### config.mk
export PLATFORM = sky130hd
export DESIGN_NAME = conv_wn_serializer_flat
export DESIGN_NICKNAME = d
export VERILOG_FILES = /design/src/rtl/conv_pkg.sv /design/src/rtl/conv_wn_serializer_if.sv /design/src/rtl/conv_hold_buf.sv /design/src/rtl/conv_wn_serializer.sv /design/src/flat_wrapper.sv
export SDC_FILE = /design/constraint.sdc
export NUM_CORES = 1
export LEC_CHECK = 0
export BUFFER_PORTS_ARGS = -buffer_cell sky130_fd_sc_hd__buf_2
export CORE_ASPECT_RATIO = 0.7
export CORE_MARGIN = 4
export CORE_UTILIZATION = 60
export CTS_BUF_LIST = sky130_fd_sc_hd__clkbuf_8
export CTS_CLUSTER_DIAMETER = 40
export DETAILED_ROUTE_END_ITERATION = 16
export PLACE_DENSITY = 0.82
export SLEW_MARGIN = 20
export SYNTH_ARGS = -nofsm -noshare
export SYNTH_HDL_FRONTEND = slang
export SYNTH_HIERARCHICAL = 1
export SYNTH_SLANG_ARGS = --single-unit
### constraint.sdc
create_clock -name clk_4f -period 2.5 [get_ports clk_4f]
set_input_delay 0.5 -clock clk_4f [delete_from_list [all_inputs] [get_ports clk_4f]]
set_output_delay 0.5 -clock clk_4f [all_outputs]
set_load 0.005 [all_outputs]
### src/rtl/conv_pkg.sv
// Shared types and helpers for the wide-to-narrow serializer.
// CONV_IDLE_SYM_EN (used in conv_wn_serializer) selects idle-symbol fill on data_out.
package conv_pkg;

    typedef enum logic {StIdle, StSend} state_e;

    localparam logic [7:0] IDLE_SYM_DEFAULT = 8'hBC;

    function automatic int unsigned ratio(input int unsigned in_w, input int unsigned out_w);
        return in_w / out_w;
    endfunction

    // Keeps the counter at least one bit wide so RATIO == 1 still elaborates.
    function automatic int unsigned cnt_w(input int unsigned r);
        return (r > 1) ? $clog2(r) : 1;
    endfunction

    function automatic bit width_ok(input int unsigned in_w, input int unsigned out_w);
        return (out_w != 0) && ((in_w % out_w) == 0);
    endfunction

endpackage

### src/rtl/conv_wn_serializer_if.sv
// Word-in / slice-out handshake bundle for conv_wn_serializer.
interface conv_wn_serializer_if
    import conv_pkg::*;
#(
    parameter int unsigned IN_W  = 32,
    parameter int unsigned OUT_W = 8
);
    localparam int unsigned LW = cnt_w(ratio(IN_W, OUT_W));

    logic [IN_W-1:0]  data_in;
    logic             valid_in;
    logic             ready_out;
    logic [OUT_W-1:0] data_out;
    logic             valid_out;
    logic             ready_in;
    logic [LW-1:0]    lane_out;
    logic             last_out;

    modport master (
        output data_in, valid_in, ready_in,
        input  ready_out, data_out, valid_out, lane_out, last_out
    );

    modport slave (
        input  data_in, valid_in, ready_in,
        output ready_out, data_out, valid_out, lane_out, last_out
    );

endinterface

### src/rtl/conv_hold_buf.sv
// Single-entry holding register; ready_out is derived from its valid flag only.
module conv_hold_buf #(
    parameter int unsigned W = 32
) (
    input  logic         clk_4f,
    input  logic         reset_L,
    input  logic         load,
    input  logic [W-1:0] load_data,
    input  logic         drain,
    output logic [W-1:0] hb_data,
    output logic         hb_valid,
    output logic         ready_out
);

    logic [W-1:0] data_q;
    logic         valid_q;

    always_ff @(posedge clk_4f or negedge reset_L) begin
        if (!reset_L) begin
            data_q  <= '0;
            valid_q <= 1'b0;
        end else begin
            if (load) begin
                data_q <= load_data;
            end
            if (drain) begin
                valid_q <= 1'b0;
            end else if (load) begin
                valid_q <= 1'b1;
            end
        end
    end

    assign hb_data   = data_q;
    assign hb_valid  = valid_q;
    assign ready_out = !valid_q;

endmodule

### src/rtl/conv_wn_serializer.sv
// IN_W-to-OUT_W serializer, MSB slice first, with a one-word holding buffer.
// Define CONV_IDLE_SYM_EN to drive IDLE_SYM on data_out while valid_out is low.
module conv_wn_serializer
    import conv_pkg::*;
#(
    parameter int unsigned      IN_W     = 32,
    parameter int unsigned      OUT_W    = 8,
    parameter logic [OUT_W-1:0] IDLE_SYM = OUT_W'(IDLE_SYM_DEFAULT)
) (
    input  logic                clk_4f,
    input  logic                reset_L,
    conv_wn_serializer_if.slave bus
);

    localparam int unsigned RATIO = ratio(IN_W, OUT_W);
    localparam int unsigned CW    = cnt_w(RATIO);

    if (!width_ok(IN_W, OUT_W)) begin : g_width_check
        $error("conv_wn_serializer: IN_W must be an integer multiple of OUT_W");
    end

`ifdef CONV_IDLE_SYM_EN
    localparam logic [OUT_W-1:0] IDLE_FILL = IDLE_SYM;
`else
    localparam logic [OUT_W-1:0] IDLE_FILL = IDLE_SYM & {OUT_W{1'b0}};
`endif

    state_e          state_q, state_d;
    logic [CW-1:0]   cnt_q, cnt_d;
    logic [IN_W-1:0] sr_q, sr_d;

    logic            hb_load, hb_drain, hb_valid;
    logic [IN_W-1:0] hb_data;
    logic            accept, slice_done, at_last;

    conv_hold_buf #(
        .W (IN_W)
    ) u_hold_buf (
        .clk_4f    (clk_4f),
        .reset_L   (reset_L),
        .load      (hb_load),
        .load_data (bus.data_in),
        .drain     (hb_drain),
        .hb_data   (hb_data),
        .hb_valid  (hb_valid),
        .ready_out (bus.ready_out)
    );

    assign accept     = bus.valid_in && bus.ready_out;
    assign slice_done = bus.valid_out && bus.ready_in;
    assign at_last    = (cnt_q == CW'(RATIO - 1));

    always_ff @(posedge clk_4f or negedge reset_L) begin
        if (!reset_L) begin
            state_q <= StIdle;
            cnt_q   <= '0;
            sr_q    <= '0;
        end else begin
            state_q <= state_d;
            cnt_q   <= cnt_d;
            sr_q    <= sr_d;
        end
    end

    always_comb begin
        state_d  = state_q;
        cnt_d    = cnt_q;
        sr_d     = sr_q;
        hb_load  = 1'b0;
        hb_drain = 1'b0;
        unique case (state_q)
            StIdle: begin
                if (accept) begin
                    sr_d    = bus.data_in;
                    cnt_d   = '0;
                    state_d = StSend;
                end
            end
            StSend: begin
                if (slice_done && !at_last) begin
                    cnt_d   = cnt_q + 1'b1;
                    sr_d    = sr_q << OUT_W;
                    hb_load = accept;
                end else if (slice_done && hb_valid) begin
                    // ready_out is low here, so no new word can arrive this edge
                    sr_d     = hb_data;
                    cnt_d    = '0;
                    hb_drain = 1'b1;
                end else if (slice_done && accept) begin
                    sr_d  = bus.data_in;
                    cnt_d = '0;
                end else if (slice_done) begin
                    cnt_d   = '0;
                    state_d = StIdle;
                end else begin
                    hb_load = accept;
                end
            end
            default: state_d = StIdle;
        endcase
    end

    always_comb begin
        bus.valid_out = (state_q == StSend);
        bus.data_out  = bus.valid_out ? sr_q[IN_W-1 -: OUT_W] : IDLE_FILL;
        bus.lane_out  = bus.valid_out ? cnt_q : '0;
        bus.last_out  = bus.valid_out && at_last;
    end

endmodule

### src/flat_wrapper.sv
// flat-port wrapper written by rule: the top's interface ports become plain ports
module conv_wn_serializer_flat import conv_pkg::*;
#(
    parameter int unsigned      IN_W     = 32,
    parameter int unsigned      OUT_W    = 8,
    parameter logic [OUT_W-1:0] IDLE_SYM = OUT_W'(IDLE_SYM_DEFAULT)
)
  (clk_4f, reset_L, bus_data_in, bus_valid_in, bus_ready_in, bus_ready_out, bus_data_out, bus_valid_out, bus_lane_out, bus_last_out);
  conv_wn_serializer_if #(.IN_W(IN_W), .OUT_W(OUT_W)) bus_i ();
  input  logic clk_4f;
  input  logic reset_L;
  input wire logic [$bits(bus_i.data_in)-1:0] bus_data_in;
  input wire logic [$bits(bus_i.valid_in)-1:0] bus_valid_in;
  input wire logic [$bits(bus_i.ready_in)-1:0] bus_ready_in;
  output wire logic [$bits(bus_i.ready_out)-1:0] bus_ready_out;
  output wire logic [$bits(bus_i.data_out)-1:0] bus_data_out;
  output wire logic [$bits(bus_i.valid_out)-1:0] bus_valid_out;
  output wire logic [$bits(bus_i.lane_out)-1:0] bus_lane_out;
  output wire logic [$bits(bus_i.last_out)-1:0] bus_last_out;
  assign bus_i.data_in = bus_data_in;
  assign bus_i.valid_in = bus_valid_in;
  assign bus_i.ready_in = bus_ready_in;
  assign bus_ready_out = bus_i.ready_out;
  assign bus_data_out = bus_i.data_out;
  assign bus_valid_out = bus_i.valid_out;
  assign bus_lane_out = bus_i.lane_out;
  assign bus_last_out = bus_i.last_out;
  conv_wn_serializer #(.IN_W(IN_W), .OUT_W(OUT_W), .IDLE_SYM(IDLE_SYM)) u_core (.clk_4f(clk_4f), .reset_L(reset_L), .bus(bus_i));
endmodule
; ---- After elaboration in Yosys (flattened, before gate mapping)
; Index checks and enable logic that the tools add are counted.
[classes]
bitwise = 1
addsub = 1
eq_ne = 4
n_reduce_logical = 11
n_mux = 29
[ops]
columns = cell, n
row1 = 32-bit two-way mux, 4
row2 = 32-bit one-hot mux with 2 select lines, 1
row3 = 1-bit two-way mux, 15
row4 = 2-bit two-way mux, 6
row5 = 8-bit two-way mux, 1
row6 = 1-bit logical AND, 6
row7 = "5-bit != test, second input constant", 1
row8 = "4-bit != test, second input constant", 1
row9 = 2-bit one-hot mux with 2 select lines, 1
row10 = 2-bit AND reduction, 2
row11 = "2-bit by 1-bit adder with 2-bit output, second input constant", 1
row12 = "2-bit == test, second input constant", 1
row13 = 1-bit zero test, 2
row14 = "2-bit by 1-bit != test with 1-bit output, second input constant", 1
row15 = 1-bit one-hot mux with 2 select lines, 1
row16 = 2-bit nonzero test, 1
row17 = 1-bit inverter, 1
[word_totals]
input_bits = 36
ff_bits = 68

; ---- Logic depth before layout (Yosys ltp)
[logic_depth]
depth_word = 9
depth_mapped = 8
ltp_nobuf = 5

; ---- Modules after synthesis
; The synthesis kept the hierarchy.
[by_module_without_submodules]
columns = module, n_inst, cells_per_inst, area_per_inst_um2
row1 = conv_wn_serializer, 1, 227, 2307.2
row2 = conv_hold_buf, 1, 71, 1380.1

; ---- Least setup slack after synthesis
; Ideal clock, no wire load.
[synth_path]
path_kind = flip-flop to flip-flop
start = reg u_core.cnt_q[0]
end = reg u_core.sr_q[0]
slack_ns = 0.683
arrival_time_ns = 1.692
required_time_ns = 2.375
path_stages_with_launch = 8
setup_ns = 0.125
cell_sequence = dfrtp_1 -> ha_1 -> nand2b_1 -> buf_4 -> nand2_1 -> a22oi_4 -> buf_6 -> mux2_2
[synth_via]
elab_chain_cells = 5
[synth_lines]
columns = element, line_no
row1 = from (decl), conv_wn_serializer.sv:29  ; logic [CW-1:0] cnt_q, cnt_d;
row2 = from (signal assigned), conv_wn_serializer.sv:60  ; cnt_q <= cnt_d;
row3 = 2-bit == test (*), conv_wn_serializer.sv:51  ; assign at_last = (cnt_q == CW'(RATIO - 1));
row4 = 1-bit zero test (*), conv_wn_serializer.sv:80  ; if (slice_done && !at_last) begin
row5 = 1-bit logical AND (*), conv_wn_serializer.sv:80
row6 = 4-bit != test (no line) / 32-bit two-way mux (equally long branches), -
row7 = 2-bit AND reduction (no line) / 32-bit one-hot mux with 2 select lines (equally long branches), -
row8 = to (signal assigned), conv_wn_serializer.sv:61  ; sr_q <= sr_d;
row9 = to (decl), conv_wn_serializer.sv:30  ; logic [IN_W-1:0] sr_q, sr_d;
; Every way passes the cells marked *; elsewhere a longest branch is shown, timed or not.
; A chain may end at the register's enable or synchronous reset.

; ---- Final worst setup path
[layout_path]
start = reg u_core.cnt_q[0]
end = reg u_core.sr_q[31]
; The elaborated chain is that of the path after synthesis.

==> impl_metrics.ini <==
[run_status]
status = completed

[sta]
final_hold_viol_count = 0
final.setup.tns_ns = 0
clock-skew-final_ns = 0.00600
worstMarginPinSlew_ns = 0.740
finalCritPeriodShare_pct = 83.3
fmaxAchievable_mhz = 480
rsz0062_at_grt = false
final.min_clock_period_ns = 2.08
slew_headroom_pct = 50.7
final_max_slew_viols = 0
timing.final.setup_violations = 0

[setup_path]
r2r_cells = 6
startpoint_class_of_the_critical_path = flip-flop
critical-path-max-stage-delay_ns = 0.43
worst_path_max_delay_cell = sky130_fd_sc_hd__dfrtp_1
ff2ff_setup_slack_ns = 0.42
critical_path_peak_fanout = 24
rr_endpoint = u_core/sr_q[31]
r2r_start = u_core/cnt_q[0]
critical_path_class = reg2reg
cp-end-kind = flip-flop
start_point_of_the_critical_path = u_core/cnt_q[0]
worstPathArrival_ns = 2.30
timing.critical_path.cells = ha_1 -> nand2b_1 -> nand2_1 -> a22oi_4 -> buf_12 -> mux2_2
worstPathRequired_ns = 2.72

[grt]
grt-ovfl-total = 0
grt_usage_pct = 22.7
grt_antenna_before_repair = 0
grt_first_pass_wirelength_um = 13100
number_of_global_route_vias_before_repair = 2665
grt_start_max_net_pins = 42

[die]
floorplan.initialDensity_pct = 63.1
core-area_um2 = 5840
die_h_um = 73.6
die-area_um2 = 7480
rows = 23
horizontal_extent_of_the_die_um = 102
boundary_pin_count = 49

[finish]
number_of_nets_in_the_layout = 381
fillers = 416
layout_overhead_on_the_synthesized_area_pct = 11.1
share_of_cells_above_drive_strength_1_pct = 43.6
final-seq-area_um2 = 1700
antenna_cells_inserted = 0
multi_input_gate_area_um2 = 1680
final_cell_area_um2 = 4100

[clock_tree]
clock-sinks = 68
cts_root_buf = sky130_fd_sc_hd__clkbuf_8
cts_resized = 0
cts_buffers = 9
clk_path_buf_depth = 2
clkLatencyLatePin_ns = 0.34
cts.repair_timing.setup_buffer_count = 0
cts.clk_slew.worst_paths_ns = 0.06
cts_htree_levels = 3
cts.hold.buffers_added = 0
tritoncts = yes

[power]
powerDensity_nw_per_um2 = 1240
ir_worst_vdd_mv = 0.605
power.static_leakage_nw = 1.92

[logic_synthesis]
synth-seq-area-share_pct = 46.1
synth-warning-count = 6
post_synth_instance_area_um2 = 3690
syn_nets = 335
synth.avg_cell_area_um2 = 12.4
ys_ff_latch = 68
cell_variety_after_synth = 27
syn_inst = 298

[drt]
drt-vias-per-instance = 5.99
detailedRoute.firstPassIterationCount = 4
drt_drc_violations_left = 0
drt.antenna.violating_nets = 0
first_iter_violations = 202
vias = 2541
routed_wl_um = 7770
routed_wire_length_per_instance_um = 18.3

[job]
max-cap-violations = 0

[placed_design]
place_hpwl_um = 5110
io_buffers = 48
gp_congestion = 0.816
detailed_place.area_um2 = 3940

[min_path]
min_path_type = in2async
## how the worst max path moves through the flow
stage / slack, ns / endpoint / cells past startpoint
after floorplan: 0.68 / u_core/sr_q[0] / 7
after global placement: 0.46 / u_core/sr_q[9] / 6
after detailed placement: 0.44 / u_core/sr_q[15] / 6
after CTS: 0.43 / u_core/sr_q[18] / 6
after global routing: 0.33 / u_core/sr_q[14] / 6
final: 0.42 / u_core/sr_q[31] / 6
## cell type report
type / instances / area share [%]
multi-input cells: 177 / 40.9
repair buffers: 60 / 8.67
flip-flops and latches: 68 / 41.6
clock inverters: 6 / 0.611
inverters: 28 / 2.56
clock buffers: 10 / 3.36
well taps: 75 / 2.29
## critical path, delay by kind of cell (launching register included)
kind / cells / cell delay [ns]
AOI/OAI and AO/OA: 1 / 0.39
adders and majority gates: 1 / 0.31
buffers and inverters: 1 / 0.25
DFF: 1 / 0.43
muxes: 1 / 0.35
and+or+nand+nor: 2 / 0.23
## per-layer routing
| layer | part of all wire [%] | vias up | global-route usage, % | routed length, um |
|---|---|---|---|---|
| met5 | 0 | - | 0 | 0 |
| met4 | 1.2 | 0 | 6.93 | 97 |
| met3 | 5.0 | 12 | 5.41 | 390 |
| met2 | 47 | 64 | 35.4 | 3630 |
| met1 | 47 | 1280 | 31.7 | 3650 |
| li1 | - | 1185 | - | - |
## metrics by stage
stage	total power, mW	instances	setup slack (ns)	hold slack (ns)	util [%]
final	5.07	424	0.418	0.225	70.1
after detailed placement	4.31	408	0.440	0.488	67.4
after CTS	5.08	424	0.427	0.260	70.1
after floorplan	3.83	298	0.683	0.204	-
after global routing	5.41	424	0.325	0.288	70.1
after global placement	4.22	408	0.460	0.484	67.4
## cell usage after synthesis
| library cell | instances | area [um^2] |
|---|---|---|
| sky130_fd_sc_hd__ha_1 | 1 | 12.5 |
| sky130_fd_sc_hd__mux2i_1 | 1 | 10.0 |
| sky130_fd_sc_hd__buf_6 | 6 | 67.6 |
| sky130_fd_sc_hd__clkinv_1 | 1 | 3.75 |
| sky130_fd_sc_hd__o22ai_1 | 24 | 150 |
| sky130_fd_sc_hd__o221ai_1 | 14 | 123 |
| sky130_fd_sc_hd__nand4_4 | 1 | 21.3 |
| sky130_fd_sc_hd__mux2_2 | 35 | 394 |
| sky130_fd_sc_hd__nand2_1 | 9 | 33.8 |
| sky130_fd_sc_hd__buf_12 | 3 | 60.1 |
| sky130_fd_sc_hd__nand3_2 | 1 | 10.0 |
| sky130_fd_sc_hd__o221ai_2 | 10 | 150 |
| sky130_fd_sc_hd__dfrtp_1 | 68 | 1700 |
| sky130_fd_sc_hd__buf_4 | 4 | 30.0 |
| sky130_fd_sc_hd__o2bb2ai_1 | 1 | 8.76 |
| sky130_fd_sc_hd__a22o_1 | 8 | 70.1 |
| sky130_fd_sc_hd__o21ai_0 | 3 | 15.0 |
| sky130_fd_sc_hd__nor2_1 | 1 | 3.75 |
| sky130_fd_sc_hd__a22oi_4 | 1 | 21.3 |
| sky130_fd_sc_hd__o21ba_2 | 1 | 10.0 |
| sky130_fd_sc_hd__nand2b_1 | 2 | 12.5 |
| sky130_fd_sc_hd__mux2_4 | 29 | 435 |
| sky130_fd_sc_hd__and2_1 | 11 | 68.8 |
| sky130_fd_sc_hd__inv_1 | 27 | 101 |
| sky130_fd_sc_hd__buf_2 | 6 | 30.0 |
| sky130_fd_sc_hd__a21oi_1 | 24 | 120 |
| sky130_fd_sc_hd__clkbuf_1 | 6 | 22.5 |
## kinds of logic after synthesis
kind of cell,count (synthesis),share of synthesized area (%)
buf+inv,53,8.55
fa+ha+maj,1,0.339
mux,65,22.8
simple gates,25,4.07
compound gates,86,18.1
flops,68,46.1
## placed cells by master, fill, tap and decap left out, drive strengths merged
cell and count:
dfrtp 68, mux2 64, buf 60, inv 31, a21oi 24, o22ai 24
o221ai 24, and2 11, clkbuf 10, nand2 9, a22o 8, o21ai 3
clkinv 3, nand2b 2, nand4 1, nor2 1, a22oi 1, o2bb2ai 1
nand3 1, mux2i 1, ha 1, o21ba 1
## power by group
group	switching (mW)	leakage, nW	internal [mW]
logic	0.943	1.02	1.33
registers	0.377	0.801	1.67
clock network	0.379	0.101	0.369
total	1.70	1.92	3.37
## state kept, by name, indices dropped and copies added (netlist names)
name,count
u_core/sr_q,32
u_core/bus.valid_out,1
u_core/cnt_q,2
u_core/u_hold_buf/hb_valid,1
u_core/u_hold_buf/hb_data,32
Note: power is estimated with default switching activity, not from simulation.
